$ cat config.mk
export PLATFORM = sky130hd
export DESIGN_NAME = bin_to_bcd_seq
export DESIGN_NICKNAME = d
export VERILOG_FILES = /design/src/rtl/bin_to_bcd_seq.sv
export SDC_FILE = /design/constraint.sdc
export NUM_CORES = 1
export LEC_CHECK = 0
export CAP_MARGIN = 20
export CORE_MARGIN = 1
export CORE_UTILIZATION = 45
export CTS_CLUSTER_SIZE = 25
export DETAILED_ROUTE_END_ITERATION = 8
export PLACE_DENSITY = 0.68
export SLEW_MARGIN = 0
export SYNTH_ARGS = -nofsm -noshare
export SYNTH_HDL_FRONTEND = slang
export SYNTH_SLANG_ARGS = --single-unit
$ cat constraint.sdc
create_clock -name clk -period 1.35 [get_ports clk]
set_input_delay 0.3375 -clock clk [delete_from_list [all_inputs] [get_ports clk]]
set_output_delay 0.3375 -clock clk [all_outputs]
set_load 0.05 [all_outputs]
$ cat src/rtl/bin_to_bcd_seq.sv
// Sequential binary-to-BCD converter (shift-and-add-3, one bit per clock).
// Registered digit outputs hold steady between conversions for the scan driver.
module bin_to_bcd_seq #(
   parameter int BIN_W = 14
) (
   input  logic             clk,
   input  logic             rstN,
   input  logic [BIN_W-1:0] bin,
   input  logic             start,
   output logic             busy,
   output logic             done,
   output logic [3:0]       d3,
   output logic [3:0]       d2,
   output logic [3:0]       d1,
   output logic [3:0]       d0,
   output logic             ovf
);

   localparam int CW = $clog2(BIN_W + 1);

   typedef enum logic [1:0] {
      IDLE  = 2'd0,
      SHIFT = 2'd1,
      DONE  = 2'd2
   } state_t;

   state_t           state, state_n;
   logic [BIN_W-1:0] wbin, wbin_n;
   logic [15:0]      bcd, bcd_n;
   logic [CW-1:0]    cnt, cnt_n;
   logic             ovfl, ovfl_n;
   logic [15:0]      digs, digs_n;
   logic             ovf_n;
   logic             busy_n;
   logic             done_n;

   logic [BIN_W-1:0] sat;
   logic             big;
   logic [15:0]      adj;
   logic [BIN_W+15:0] shifted;
   logic             last;

   // Only a 14-bit input can exceed 9999; narrower inputs never saturate.
   generate
      if (BIN_W >= 14) begin : g_cmp
         assign big = (bin > BIN_W'(9999));
         assign sat = big ? BIN_W'(9999) : bin;
      end else begin : g_nocmp
         assign big = 1'b0;
         assign sat = bin;
      end
   endgenerate

   always_comb begin
      adj = bcd;
      for (int i = 0; i < 4; i++) begin
         if (bcd[4*i +: 4] >= 4'd5) begin
            adj[4*i +: 4] = bcd[4*i +: 4] + 4'd3;
         end
      end
   end

   assign shifted = {adj, wbin} << 1;
   assign last    = (cnt == CW'(BIN_W - 1));

   always_comb begin
      state_n = state;
      wbin_n  = wbin;
      bcd_n   = bcd;
      cnt_n   = cnt;
      ovfl_n  = ovfl;
      digs_n  = digs;
      ovf_n   = ovf;
      busy_n  = 1'b0;
      done_n  = 1'b0;
      unique case (state)
         IDLE: begin
            if (start) begin
               state_n = SHIFT;
               wbin_n  = sat;
               bcd_n   = '0;
               cnt_n   = '0;
               ovfl_n  = big;
               busy_n  = 1'b1;
            end
         end
         SHIFT: begin
            bcd_n  = shifted[BIN_W+15:BIN_W];
            wbin_n = shifted[BIN_W-1:0];
            cnt_n  = cnt + 1'b1;
            busy_n = 1'b1;
            // Final iteration: publish the post-shift accumulator directly.
            if (last) begin
               state_n = DONE;
               digs_n  = shifted[BIN_W+15:BIN_W];
               ovf_n   = ovfl;
               busy_n  = 1'b0;
               done_n  = 1'b1;
            end
         end
         DONE: begin
            state_n = IDLE;
         end
         default: begin
            state_n = IDLE;
         end
      endcase
   end

   always_ff @(posedge clk) begin
      if (!rstN) begin
         state <= IDLE;
         wbin  <= '0;
         bcd   <= '0;
         cnt   <= '0;
         ovfl  <= 1'b0;
         digs  <= '0;
         ovf   <= 1'b0;
         busy  <= 1'b0;
         done  <= 1'b0;
      end else begin
         state <= state_n;
         wbin  <= wbin_n;
         bcd   <= bcd_n;
         cnt   <= cnt_n;
         ovfl  <= ovfl_n;
         digs  <= digs_n;
         ovf   <= ovf_n;
         busy  <= busy_n;
         done  <= done_n;
      end
   end

   assign d3 = digs[15:12];
   assign d2 = digs[11:8];
   assign d1 = digs[7:4];
   assign d0 = digs[3:0];

endmodule

==> impl_metrics.tcl <==
set metrics [dict create \
    grt_max_degree 16 \
    route.antenna.remaining_nets 0 \
    detailed_place_hpwl_um 4310 \
    start_kind "flip-flop" \
    setup_slack_ns -0.0545 \
    detailroute.wirelength.met2_um 3290 \
    routed_wirelength_um 6390 \
    critPathCaptureType "flip-flop" \
    worst-endpoint-required_ns 1.60 \
    multi_input_comb_area_um2 1550 \
    synth_cell_types 40 \
    first_iter_violations 173 \
    power.sequential.fraction 0.568 \
    clk-insertion-delay-late_ns 0.31 \
    drtPass1Iterations 5 \
    wire_per_inst_um 14.9 \
    regToRegEndpoint "bcd[10]" \
    pwr-share-comb 0.120 \
    port-buffer-count 35 \
    setup_repair_after_global_routing_missed_its_margin "yes" \
    fin_crit_sh 1.04 \
    post-layout-total-power_mw 3.03 \
    total_standard_cell_area_after_synthesis_um2 2460 \
    post_route_cells_drive_above_1_share 0.433 \
    std_cell_rows 26 \
    crit_arrival_ns 1.65 \
    core_area_um2 5200 \
    fin_setup_tns_ns -0.203 \
    placed_cells_incl_taps 417 \
    p_leak_nw 1.57 \
    fin_worst_skew_ns 0.00479 \
    internal-power_mw 2.30 \
    cts_made_buffers 5 \
    critical_path.reg2reg.startpoint "bcd[9]" \
    hold_path_startpoint "wbin[0]" \
    cts_hold_buf 0 \
    vias 2325 \
    syn_area_per_cell_um2 9.10 \
    clk_pin_slew_worst_paths_ns 0.09 \
    cts.path.max_buffers 2 \
    finalCoreUtilization 0.760 \
    synth_fp_nets 298 \
    area_growth_syn_to_layout_pct 60.5 \
    gp_congestion 0.748 \
    uppermost_layer_routed "met4" \
    die_area_um2 5780 \
    cts_root_buf "sky130_fd_sc_hd__clkbuf_8" \
    timing_worst_setup_path_type "reg -> reg" \
    worstHoldPathCells 2 \
    timing.critical_path.fanout_max 3 \
    cells_on_worst_reg2reg_path 6 \
    holdCritPathClass "reg -> reg" \
    reg2reg_setup_slack_ns -0.05 \
    finalWorstPathRequiredPeriod_ns 1.40 \
    cts.sink_count 56 \
    slew_headroom 0.790 \
    yosysSeqAreaShare 0.455 \
    dp_slack_ns -0.511 \
    hold-path-endpoint "wbin[0]" \
    finalNonFillerCells 430 \
    antennaDiodeCount 0 \
    clockPowerShare 0.312 \
    worstMarginPinSlew_ns 0.315 \
    htree_levels 2 \
    fin_nets 386 \
    antenna_found_initial 0 \
    run_status "finished, violations left" \
    drc_errors 0 \
    synth_enable_flop_cells 0 \
    timing.final.max_slew_violations 0 \
    grt_first_pass_wirelength_um 10500 \
    start_util 0.474 \
    met3RoutedLength_um 197 \
    power_density_nw_per_um2 766 \
    final-seq-area_um2 1150 \
    fillers 346 \
    async_reset_ff_frac 0 \
    die_w_um 76.0 \
    die_h_um 76.0 \
    net_sw_power_mw 0.725 \
    vdd.ir_drop.worst_v 0.000918 \
    failed_checks "negative setup slack" \
    synth_flop_cell "sky130_fd_sc_hd__dfxtp_1" \
    synthesis.instances 271 \
    setup_viol_count_final 7 \
    number_of_global_route_vias_before_repair 2284 \
    via_per_inst 5.41 \
    track_usage 0.228 \
    p_sw_frac 0.239 \
    synth.ff_latch_count 56 \
    routedLengthMet1_um 2740 \
    pin_count 36 \
    drv_cap 0 \
    globalRouteOverflowTotal 0 \
    cts_tree "yes" \
    hold_viol 0 \
    synth-warning-count 0 \
    max_freq_mhz 712 \
]
==> power by group through the flow <==
stage	Sequential, mW	Clock, mW	Combinational [mW]
CTS	1.73	0.964	0.345
global placement	1.76	0	0.329
finish	1.72	0.945	0.363
floorplan	1.76	0	0.163
global route	1.73	1.04	0.392
detailed placement	1.76	0	0.336
==> cell usage in the layout, fill, tap and decap left out, drive strengths merged, types with 2 or more instances in the layout <==
master / instances
inv: 15
dfxtp: 56
a21boi: 5
dlygate4sd2: 4
o221ai: 6
mux2: 4
clkdlybuf4s50: 11
o211a: 5
nor2b: 10
nor3: 5
clkbuf: 8
o22ai: 9
nand3: 7
a41oi: 2
buf: 78
mux2i: 2
ha: 10
o21a: 2
nand2: 31
a222oi: 6
xnor2: 4
nor2: 14
a21oi: 17
nor3b: 8
nand2b: 6
o21ai: 22
and2: 2
==> area by class of cell <==
type,count,area share
multi-input cells,187,0.393
flip-flops and latches,56,0.291
repair buffers,94,0.256
clock buffers,8,0.0228
well taps,70,0.0221
inverters,15,0.0161
==> synth_stat cells (all sizes together) (7+ instances only) <==
library cell,instances,area (µm²)
a21oi,17,85.1
buf,7,40.0
dfxtp,56,1120
ha,10,125
inv,15,56.3
nand2,31,116
nand3,7,35.0
nor2,14,62.6
nor2b,10,70.1
nor3b,8,60.1
o21ai,22,110
o22ai,9,56.3
==> stage by stage <==
step / hold WS (ns) / area [µm²]
6_report: 0.473 / 3960
5_1_grt: 0.478 / 3960
4_1_cts: 0.465 / 3810
3_5_place_dp: 0.447 / 3530
3_3_place_gp: 0.438 / 3530
2_1_floorplan: 0.416 / 2560
==> worst max-delay path by stage <==
stage,startpoint,to
finish,bcd[9],bcd[10]
global route,bcd[9],bcd[10]
detailed placement,start,wbin[6]
floorplan,bcd[1],digs[2]
global placement,start,wbin[6]
CTS,bcd[1],digs[2]
==> logic make-up after synthesis <==
family / Yosys count / synth area share
AOI/OAI and AO/OA: 79 / 0.215
muxes: 6 / 0.0264
buffers and inverters: 28 / 0.0482
adders and majority gates: 10 / 0.0508
and+or+nand+nor: 88 / 0.190
DFF: 56 / 0.455
xor gates and xnor gates: 4 / 0.0142
==> repair_timing <==
action	CTS	global route
hold endpoints to repair	0	0
gates cloned	0	0
pin swaps	12	9
gates resized for setup	49	39
setup buffers	3	2
endpoints found under the setup margin	44	40
==> sequential cells by signal, indices dropped and copies added, names as in the netlist <==
register	count
done	1
busy	1
digs	16
state	2
wbin	14
ovfl	1
cnt	4
ovf	1
bcd	16
==> worst max-delay path: stages (launching register included) <==
cell and delay (ns):
sky130_fd_sc_hd__dfxtp_2 0.36, sky130_fd_sc_hd__inv_4 0.05, sky130_fd_sc_hd__ha_4 0.14, sky130_fd_sc_hd__nand2b_4 0.14
sky130_fd_sc_hd__a21oi_4 0.17, sky130_fd_sc_hd__mux2_4 0.33, sky130_fd_sc_hd__o21ai_1 0.14
==> per-layer routing <==
| metal | vias up | track usage |
|---|---|---|
| li1 | 1146 | - |
| met1 | 1116 | 0.266 |
| met4 | 0 | 0.0885 |
| met2 | 47 | 0.408 |
| met3 | 16 | 0.0455 |
| met5 | - | 0 |
Note: power is estimated with default switching activity, not from simulation.
